--- config.mk ---
export PLATFORM = sky130hd
export DESIGN_NAME = prog_mem_loader
export DESIGN_NICKNAME = d
export VERILOG_FILES = /design/src/rtl/prog_mem_loader.sv
export SDC_FILE = /design/constraint.sdc
export NUM_CORES = 1
export LEC_CHECK = 0
export BUFFER_PORTS_ARGS = -buffer_cell sky130_fd_sc_hd__buf_2
export CORE_MARGIN = 2
export CORE_UTILIZATION = 25
export CTS_CLUSTER_DIAMETER = 30
export DETAILED_ROUTE_END_ITERATION = 10
export HOLD_SLACK_MARGIN = 0.08
export PLACE_DENSITY = 0.46
export SLEW_MARGIN = 10
export SYNTH_ARGS = -nofsm -noshare
export SYNTH_HDL_FRONTEND = slang
export SYNTH_SLANG_ARGS = --single-unit
--- constraint.sdc ---
create_clock -name clk -period 5.2 [get_ports clk]
set_clock_uncertainty 0.15 [all_clocks]
set_input_delay 1.04 -clock clk [delete_from_list [all_inputs] [get_ports clk]]
set_output_delay 1.04 -clock clk [all_outputs]
set_load 0.03 [all_outputs]
--- src/rtl/prog_mem_loader.sv ---
`default_nettype none
// +----------------------------------------------------------------------------+
// | Module      : prog_mem_loader                                              |
// | Description : 16 x 8-bit CPU instruction memory with a byte-wide           |
// |               valid/ready load port. The CPU is held in reset through      |
// |               cpu_rst_n while a new program is written and for             |
// |               HOLD_CYCLES clocks after reset release or load completion.   |
// | Option      : `define PROG_CHECKSUM_EN adds a trailing mod-256 checksum     |
// |               byte after the 16 program bytes. A bad checksum restores     |
// |               DEFAULT_PROG and sets the sticky ld_err flag.                |
// | Ports       : clk, reset   - clock, asynchronous active-high reset         |
// |               pc / dout    - CPU fetch address / combinational read data   |
// |               cpu_rst_n    - registered active-low CPU reset               |
// |               ld_start     - pulse: begin (or restart) a program load      |
// |               ld_valid/ld_data/ld_ready - byte handshake                   |
// |               ld_addr      - address the next accepted byte goes to        |
// |               ld_busy      - load in progress                              |
// |               ld_done      - one-cycle pulse on successful completion      |
// |               ld_err       - sticky checksum error (0 without the option)  |
// | Revision    : 1.0 - initial release                                        |
// +----------------------------------------------------------------------------+
module prog_mem_loader #(
   parameter logic [127:0] DEFAULT_PROG = 128'h0,
   parameter int unsigned  HOLD_CYCLES  = 2
) (
   input  logic       clk,
   input  logic       reset,
   input  logic [3:0] pc,
   output logic [7:0] dout,
   output logic       cpu_rst_n,
   input  logic       ld_start,
   input  logic       ld_valid,
   input  logic [7:0] ld_data,
   output logic       ld_ready,
   output logic [3:0] ld_addr,
   output logic       ld_busy,
   output logic       ld_done,
   output logic       ld_err
);

   // Counter value on which HOLD hands over to RUN; the counter starts at 0
   // on HOLD entry so HOLD lasts exactly HOLD_CYCLES clocks.
   localparam logic [3:0] HOLD_LAST = 4'(HOLD_CYCLES - 1);
   localparam logic [3:0] LAST_ADDR = 4'd15;

   typedef enum logic [1:0] {
      ST_HOLD  = 2'd0,
      ST_RUN   = 2'd1,
`ifdef PROG_CHECKSUM_EN
      ST_LOAD  = 2'd2,
      ST_CHECK = 2'd3
`else
      ST_LOAD  = 2'd2
`endif
   } state_t;

   state_t         state_q,     state_d;
   logic [3:0]     hold_cnt_q,  hold_cnt_d;
   logic [127:0]   mem_q,       mem_d;
   logic [3:0]     ld_addr_q,   ld_addr_d;
   logic           cpu_rst_n_q, cpu_rst_n_d;
   logic           ld_done_q,   ld_done_d;
`ifdef PROG_CHECKSUM_EN
   logic [7:0]     sum_q,       sum_d;
   logic           ld_err_q,    ld_err_d;
`endif

   // ------------------------------------------------------------------------
   // Handshake qualifiers: the port is open purely as a function of state.
   // ------------------------------------------------------------------------
   logic port_open;

`ifdef PROG_CHECKSUM_EN
   assign port_open = (state_q == ST_LOAD) || (state_q == ST_CHECK);
`else
   assign port_open = (state_q == ST_LOAD);
`endif

   // ------------------------------------------------------------------------
   // Next-state, memory write and handshake bookkeeping.
   // ------------------------------------------------------------------------
   always_comb begin
      state_d    = state_q;
      hold_cnt_d = '0;
      mem_d      = mem_q;
      ld_addr_d  = ld_addr_q;
      ld_done_d  = 1'b0;
`ifdef PROG_CHECKSUM_EN
      sum_d      = sum_q;
      ld_err_d   = ld_err_q;
`endif

      case (state_q)
         ST_HOLD: begin
            // ld_start is deliberately ignored here: the previous program
            // is already committed and the CPU is about to be released.
            if (hold_cnt_q == HOLD_LAST) begin
               state_d = ST_RUN;
            end else begin
               hold_cnt_d = hold_cnt_q + 4'd1;
            end
         end

         ST_RUN: begin
            if (ld_start) begin
               state_d   = ST_LOAD;
               ld_addr_d = '0;
`ifdef PROG_CHECKSUM_EN
               sum_d     = '0;
               ld_err_d  = 1'b0;
`endif
            end
         end

         ST_LOAD: begin
            // Restart wins over a byte offered in the same cycle; bytes
            // already written stay until overwritten by the new pass.
            if (ld_start) begin
               ld_addr_d = '0;
`ifdef PROG_CHECKSUM_EN
               sum_d     = '0;
               ld_err_d  = 1'b0;
`endif
            end else if (ld_valid) begin
               mem_d[{ld_addr_q, 3'b000} +: 8] = ld_data;
               // Wraps to 0 only on the final byte, which also leaves LOAD.
               ld_addr_d = ld_addr_q + 4'd1;
`ifdef PROG_CHECKSUM_EN
               sum_d     = sum_q + ld_data;
`endif
               if (ld_addr_q == LAST_ADDR) begin
`ifdef PROG_CHECKSUM_EN
                  state_d   = ST_CHECK;
`else
                  state_d   = ST_HOLD;
                  ld_done_d = 1'b1;
`endif
               end
            end
         end

`ifdef PROG_CHECKSUM_EN
         ST_CHECK: begin
            if (ld_start) begin
               state_d   = ST_LOAD;
               ld_addr_d = '0;
               sum_d     = '0;
               ld_err_d  = 1'b0;
            end else if (ld_valid) begin
               state_d = ST_HOLD;
               if (ld_data == sum_q) begin
                  ld_done_d = 1'b1;
                  ld_err_d  = 1'b0;
               end else begin
                  // Never let the CPU run a program that failed its check.
                  mem_d    = DEFAULT_PROG;
                  ld_err_d = 1'b1;
               end
            end
         end
`endif

         default: begin
            state_d = ST_HOLD;
         end
      endcase

      // Registered CPU reset: released on exactly the edge that enters RUN
      // and pulled low on the edge that leaves it.
      cpu_rst_n_d = (state_d == ST_RUN);
   end

   // ------------------------------------------------------------------------
   // State registers.
   // ------------------------------------------------------------------------
   always_ff @(posedge clk or posedge reset) begin
      if (reset) begin
         state_q     <= ST_HOLD;
         hold_cnt_q  <= '0;
         mem_q       <= DEFAULT_PROG;
         ld_addr_q   <= '0;
         cpu_rst_n_q <= 1'b0;
         ld_done_q   <= 1'b0;
      end else begin
         state_q     <= state_d;
         hold_cnt_q  <= hold_cnt_d;
         mem_q       <= mem_d;
         ld_addr_q   <= ld_addr_d;
         cpu_rst_n_q <= cpu_rst_n_d;
         ld_done_q   <= ld_done_d;
      end
   end

`ifdef PROG_CHECKSUM_EN
   always_ff @(posedge clk or posedge reset) begin
      if (reset) begin
         sum_q    <= '0;
         ld_err_q <= 1'b0;
      end else begin
         sum_q    <= sum_d;
         ld_err_q <= ld_err_d;
      end
   end

   assign ld_err = ld_err_q;
`else
   assign ld_err = 1'b0;
`endif

   // ------------------------------------------------------------------------
   // Outputs.
   // ------------------------------------------------------------------------
   assign dout      = mem_q[{pc, 3'b000} +: 8];
   assign cpu_rst_n = cpu_rst_n_q;
   assign ld_ready  = port_open;
   assign ld_busy   = port_open;
   assign ld_addr   = ld_addr_q;
   assign ld_done   = ld_done_q;

endmodule

`default_nettype wire

==> results of run 1 <==
[area by class of cell]
cell class                 count  area [um^2]
fill                        2674        18970
clock buffer                  18        429.2
clock inverter                14        143.9
multi-input combinational    304         3137
tap                          341        426.7
sequential                   140         3503
timing repair buffer          39        227.7
inverter                       9        38.79
[Yosys cell counts (all sizes together), types with 2 or more instances]
cell type,count
nor2,19
nor3b,3
inv,9
and2,11
mux2,122
nor4,2
nand2b,2
nor2b,7
nor3,8
mux4,32
a21oi,7
o2111ai,2
a22oi,18
dfrtp,140
xnor2,4
nand4,4
nand3,3
buf,19
or2,2
clkbuf,9
ha,6
and3,8
mux2i,3
a22o,6
o21ai,9
nand2,14
[stage by stage]
stage	util	power (mW)	hold WS (ps)	std cells	instance area, um^2
finish	0.2942	2.654	348.4	865	7906
global route	0.2942	2.773	366.8	865	7906
CTS	0.2942	2.692	353.9	865	7906
detailed placement	0.2729	1.488	340.5	833	7333
global placement	0.2729	1.479	329.5	833	7333
floorplan	-	1.404	308.5	481	6810
[path summary, 6_finish.rpt]
check                             end  depth (start not counted)  slack, ps
setup / recovery              dout[3]                          6       1280
hold / removal             mem_q[115]                          1        350
setup reg to reg           mem_q[112]                          5       1410
hold reg to reg            mem_q[115]                          1        350
max in group asynchronous  mem_q[104]                          3       3090
min in group asynchronous   mem_q[69]                          2        660
[layer usage]
| metal | vias up | share of wire | global-route usage |
|---|---|---|---|
| li1 | 1865 | - | - |
| met1 | 2247 | 0.46 | 0.1873 |
| met2 | 114 | 0.47 | 0.2120 |
| met3 | 16 | 0.064 | 0.04746 |
| met4 | 2 | 0.010 | 0.03122 |
| met5 | - | 0.00070 | 0 |
[cell families after synthesis]
kind of cell             Yosys count  synth area share
flip-flops                       140            0.5144
XOR/XNOR                           4          0.006248
buffers and inverters             37           0.02499
multiplexers                     157            0.3120
other                              1         0.0005506
AO/OA/AOI/OAI                     48           0.05016
AND/OR/NAND/NOR                   88           0.08065
adder cells (fa/ha/maj)            6           0.01102
[power by group through the flow]
| stage | clock network (mW) | registers (mW) | logic [mW] |
|---|---|---|---|
| after global placement | 0 | 1.22 | 0.264 |
| after detailed placement | 0 | 1.22 | 0.271 |
| after global routing | 1.27 | 1.21 | 0.294 |
| after floorplan | 0 | 1.20 | 0.202 |
| final | 1.19 | 1.20 | 0.268 |
| after CTS | 1.22 | 1.20 | 0.272 |
[flip-flops by register name, indices dropped and copies added (netlist names)]
name / cells
mem_q: 128
hold_cnt_q: 4
ld_addr: 4
state_q: 2
cpu_rst_n: 1
ld_done: 1
==> run summary, run 1 <==
## Setup path
* output pin — type of element capturing the critical path
* sky130_fd_sc_hd__buf_2 — cell type with the highest occurrence count on the critical path
* primary input — sort of element at the start of the critical path
* primary input to output pin — CP Class
* 550 ps — slowest cell delay on critical path
* sky130_fd_sc_hd__mux4_2 — slowest cell on the critical path
* 4010 ps — worst path required time
* 3 — crit path buf inv count
* ld_addr[0] — origin of the critical flop-to-flop path
* pc[0] — first element of the critical path
* 2730 ps — arrival time at the worst endpoint
* buffers and inverters — family with the most delay on the worst path
* 14 — critical path peak fanout
* buf_2 > buf_4 > mux4_2 > a22oi_1 > nand2_1 > buf_2 — worst path cell trace

## Clock tree
* 0 — quantity of gates resized following cts
* 0 — number of buffers inserted for hold repair after clock tree synthesis
* done — CTS tree
* sky130_fd_sc_hd__clkbuf_16 — clock tree root buffer cell
* 420 ps — insertion delay to the later sink of the worst-skew pair
* 4 — htree depth
* 0 — post-CTS setup-driven buffer insertion count
* 17 — CTS Buf Count
* 60 ps — clock-pin slew of the registers on the worst-case setup and hold paths
* 2 — maximum buffer depth of the clock tree
* 140 — number of sinks handled by clock tree synthesis

## Routing
* 18650 um — Total Wirelength
* 343 — First DRT Iteration DRCs
* 4244 — total via count after detailed routing
* 4.906 — vias per cell
* 5 — length of the first detailed-routing pass in iterations
* 0 — post-route DRC violation count
* 21.55 um — wire length per cell
* 0 — antenna violation net count after detailed routing

## STA
* 0 ps — total negative setup slack
* 0.2548 GHz — Peak Freq
* 1275 ps — final critical-path setup slack
* 0.7548 — post-route fraction of the period consumed by the critical path
* 0 — max-slew violation total from the final report
* 0 — final-report setup violation count
* 3925 ps — fin crit period
* 0 — total count of hold-check failures in the final report
* 1075 ps — actual transition at the worst max-transition pin
* no — RSZ-0062 raised after global routing
* 0.2833 — Max-slew headroom

## Job
* 0 — reported max-cap violation count

## Power
* 0.452 — power share of the sequential group
* 0.6678 mW — power dissipated by switching net loads
* 0.2516 — net switching fraction of the power
* 210.9 uV — highest ir drop seen on vdd
* 0.447 — clock share of power
* 0.101 — share of power burned in combinational logic
* 335.7 nW/um^2 — Power Density
* 3.700 nW — leakage power figure
* 1.986 mW — internal power consumption

## Synth
* sky130_fd_sc_hd__dfrtp_1 (51%), sky130_fd_sc_hd__mux2_2 (20%), sky130_fd_sc_hd__mux4_2 (11%) — largest cells by area after synthesis
* 6810 um^2 — synthesized cell area
* 0.5144 — fraction of the yosys area taken by sequential cells
* 14.16 um^2 — mean instance size in the synthesized netlist
* 481 — synthesized instance count
* sky130_fd_sc_hd__dfrtp_1 — Primary FF master, synth
* 45 — number of library cell types mapped by synthesis
* 503 — net count after synthesis
* sky130_fd_sc_hd__dfrtp_1 — most area-hungry cell type in the Yosys netlist
* 140 — register bit total from synthesis
* 0 — Syn. warnings
* 1.000 — proportion of register bits with asynchronous set or reset after synthesis
* 0 — number of flops mapped to enable cells by yosys
* 0.5144 — fraction of post-synthesis cell area in the top cell type by area

## Die
* 169.1 um — die outline height
* 60 — floorplan row count
* 28580 um^2 — total die area
* 169.1 um — Die Width
* 26880 um^2 — Core ar.
* 0.2534 — starting density of the core
* 33 — I/O pin count

## Cells and area
* 533 — Layout Nets
* 0.4599 — fraction of final layout cells sized beyond drive strength 1
* 16.09% — signed area change from the synthesized netlist to the final layout
* sky130_fd_sc_hd__dfrtp_1 — leading cell type in the layout, fill and taps excluded
* sky130_fd_sc_hd__dfrtp_1 (140), sky130_fd_sc_hd__mux2_2 (122), sky130_fd_sc_hd__mux4_2 (32), sky130_fd_sc_hd__buf_2 (31), sky130_fd_sc_hd__a22oi_1 (18) — commonest cells after routing, fill and taps aside
* 0 — total inserted antenna cells

## Global routing
* 112 — pin count of the biggest net entering global routing
* 4651 — vias in the first global route
* 0 — sum of overflow across all layers after global routing
* 28880 um — global-route wire length before repair
* 0.1376 — overall fraction of global-route tracks in use
* 2 — antenna violations before repair

## Worst hold path
* mem_q[115] — worst hold start
* flop to flop — hold crit path type

## Status
* complete, no violations — outcome

## Place
* 11690 um — dpl hpwl
* 0.7581 — final weighted congestion in routability-driven placement
* 1267 ps — worst setup slack after placement
* 31 — port buffer count

Power figures use the tool's default switching activity.
==> inputs of run 2 (changes only) <==
- clock period: 5.2 -> 3.49 ns (I/O delays scaled with it)
==> run 2 against run 1 <==
Net effect:
- sequential power increased by 48%
- flip-flop and latch count unchanged
- total power increased by 48%
- count of clock-buffer cells in the layout increased by 1
- largest cell class unchanged
- critical endpoint is now mem_q[104]
- clock power increased by 46%
- core utilization increased by 0.73 points
- via count decreased by 0.12%
- non-clock buffer count increased by 23
==> run summary, run 2 (synthesis results as in run 1) <==
## Cells and area
* 0 — total inserted antenna cells, unchanged
* mem_q — Reg with most FFs, unchanged
* 128 — max reg flops, unchanged
* 0.3015 — post-route core utilization, was 0.2942
* sky130_fd_sc_hd__dfrtp_1 (140), sky130_fd_sc_hd__mux2_2 (122), sky130_fd_sc_hd__mux4_2 (32), sky130_fd_sc_hd__buf_2 (31), sky130_fd_sc_hd__buf_4 (27) — commonest cells after routing, fill and taps aside, was sky130_fd_sc_hd__dfrtp_1 (140), sky130_fd_sc_hd__mux2_2 (122), sky130_fd_sc_hd__mux4_2 (32), sky130_fd_sc_hd__buf_2 (31), sky130_fd_sc_hd__a22oi_1 (18)
* 18.98% — signed area change from the synthesized netlist to the final layout, was 16.09%
* 2710 — filler instances, was 2674
* 0.4826 — fraction of final layout cells sized beyond drive strength 1, was 0.4599
* sky130_fd_sc_hd__dfrtp_1 — leading cell type in the layout, fill and taps excluded, unchanged
* 556 — Layout Nets, was 533

## Power
* 486.0 nW/um^2 — Power Density, was 335.7 nW/um^2
* 3.808 nW — leakage power figure, was 3.700 nW
* 312.6 uV — highest ir drop seen on vdd, was 210.9 uV

## STA
* 0 — final-report setup violation count, unchanged
* 0.3960 — Max-slew headroom, was 0.2833
* 3139 ps — fin crit period
* 0 — max-slew violation total from the final report, unchanged
* 0 — total count of hold-check failures in the final report, unchanged
* no — RSZ-0062 raised after global routing, unchanged
* 905.9 ps — actual transition at the worst max-transition pin, was 1075 ps
* 350.7 ps — final critical-path setup slack, was 1275 ps
* 0.3185 GHz — Peak Freq
* 0.8995 — post-route fraction of the period consumed by the critical path
* 0 ps — total negative setup slack, unchanged

## Global routing
* 73 — pin count of the biggest net entering global routing, was 112
* 28600 um — global-route wire length before repair, was 28880 um
* 0.1366 — overall fraction of global-route tracks in use, was 0.1376
* 1 — antenna violations before repair, was 2
* 4607 — vias in the first global route, was 4651
* 0 — sum of overflow across all layers after global routing, unchanged

## Setup path
* 350 ps — register-to-register setup slack, was 1410 ps
* flop to flop — CP Class, was primary input to output pin
* 15 — critical path peak fanout, was 14
* 6 — number of cell instances on the worst register-to-register path, was 5
* flop — sort of element at the start of the critical path, was primary input
* ld_addr[1] — origin of the critical flop-to-flop path, was ld_addr[0]
* flop — type of element capturing the critical path, was output pin
* mem_q[104] — critical register-to-register path endpoint, was mem_q[112]
* 3290 ps — arrival time at the worst endpoint, was 2730 ps
* 3640 ps — worst path required time, was 4010 ps

## Routing
* 18450 um — Total Wirelength, was 18650 um
* 0 — post-route DRC violation count, unchanged
* 20.77 um — wire length per cell, was 21.55 um
* 4239 — total via count after detailed routing, was 4244
* 4.774 — vias per cell, was 4.906
* 4 — length of the first detailed-routing pass in iterations, was 5
* 242 — First DRT Iteration DRCs, was 343
* 0 — antenna violation net count after detailed routing, unchanged

## Clock tree
* 17 — CTS Buf Count, unchanged
* 2 — maximum buffer depth of the clock tree, unchanged
* 0 — post-CTS setup-driven buffer insertion count, unchanged
* done — CTS tree, unchanged
* 140 — number of sinks handled by clock tree synthesis, unchanged
* 420 ps — insertion delay to the later sink of the worst-skew pair, about the same
* 60 ps — clock-pin slew of the registers on the worst-case setup and hold paths, about the same
* 4 — htree depth, unchanged
* sky130_fd_sc_hd__clkbuf_16 — clock tree root buffer cell, unchanged

## Worst hold path
* hold_cnt_q[0] — worst hold endpoint, was mem_q[115]
* hold_cnt_q[0] — worst hold start, was mem_q[115]
* flop to flop — hold crit path type, unchanged
* 1 — worst hold path cell count, unchanged

## Job
* 0 — reported max-cap violation count, unchanged

## Place
* 0.7871 — final weighted congestion in routability-driven placement, was 0.7581
* 12240 um — dpl hpwl, was 11690 um
* 31 — port buffer count, unchanged
* 342.8 ps — worst setup slack after placement, was 1267 ps

## Die
* 169.1 um — Die Width, unchanged
* 0.2534 — starting density of the core, unchanged
* 28580 um^2 — total die area, unchanged
* 26880 um^2 — Core ar., unchanged
* 60 — floorplan row count, unchanged
* 169.1 um — die outline height, unchanged
* 33 — I/O pin count, unchanged

## Status
* complete, no violations — outcome, unchanged

-- run 2: how the worst max path moves through the flow --
stage	startpoint	endpoint	slack (ps)	cells past startpoint
after floorplan	pc[0]	dout[7]	420	5
after global placement	pc[0]	dout[3]	360	6
after detailed placement	pc[0]	dout[3]	340	6
after CTS	pc[0]	dout[3]	330	6
after global routing	ld_addr[1]	mem_q[104]	210	6
final	ld_addr[1]	mem_q[104]	350	6
-- run 2: metal layers --
metal / vias to the layer above / global-route usage / share of wire
li1: 1910 / - / -
met1: 2235 / 0.1895 / 0.49
met2: 74 / 0.2158 / 0.47
met3: 18 / 0.03156 / 0.032
met4: 2 / 0.03605 / 0.013
met5: - / 0 / 0.00060
-- run 2: layout make-up --
class,instances,area [um^2],share of cell area
clock buffer,19,452.9,0.05590
clock inverter,13,117.6,0.01452
sequential,140,3503,0.4324
tap,341,426.7,0.05266
timing repair buffer,62,427.9,0.05281
inverter,9,37.54,0.004632
multi-input combinational,304,3137,0.3871
-- run 2: repair_timing --
action                    4_1_cts  5_1_grt
gates resized for setup         0        0
hold endpoints to repair        1        0
hold buffers                    1        0
-- run 2: where the power goes --
part	internal, mW	total (mW)	switching, mW
registers	1.72	1.78	0.0549
clock network	1.02	1.74	0.723
logic	0.197	0.419	0.222
-- run 2: worst max-delay path, stage by stage, from the launching register on --
cell,delay [ps]
sky130_fd_sc_hd__dfrtp_1,590
sky130_fd_sc_hd__inv_1,160
sky130_fd_sc_hd__ha_1,390
sky130_fd_sc_hd__nor2b_1,530
sky130_fd_sc_hd__nor2b_1,240
sky130_fd_sc_hd__o2111ai_2,480
sky130_fd_sc_hd__mux2_2,470
-- run 2: through the flow --
step | hold WS (ps) | instances | power (mW) | area [um^2]
4_1_cts | 349.7 | 888 | 3.993 | 8103
2_1_floorplan | 308.5 | 481 | 2.092 | 6814
3_5_place_dp | 340.5 | 855 | 2.231 | 7522
3_3_place_gp | 320.3 | 855 | 2.218 | 7522
5_1_grt | 368.5 | 888 | 4.112 | 8103
6_report | 349.8 | 888 | 3.938 | 8103
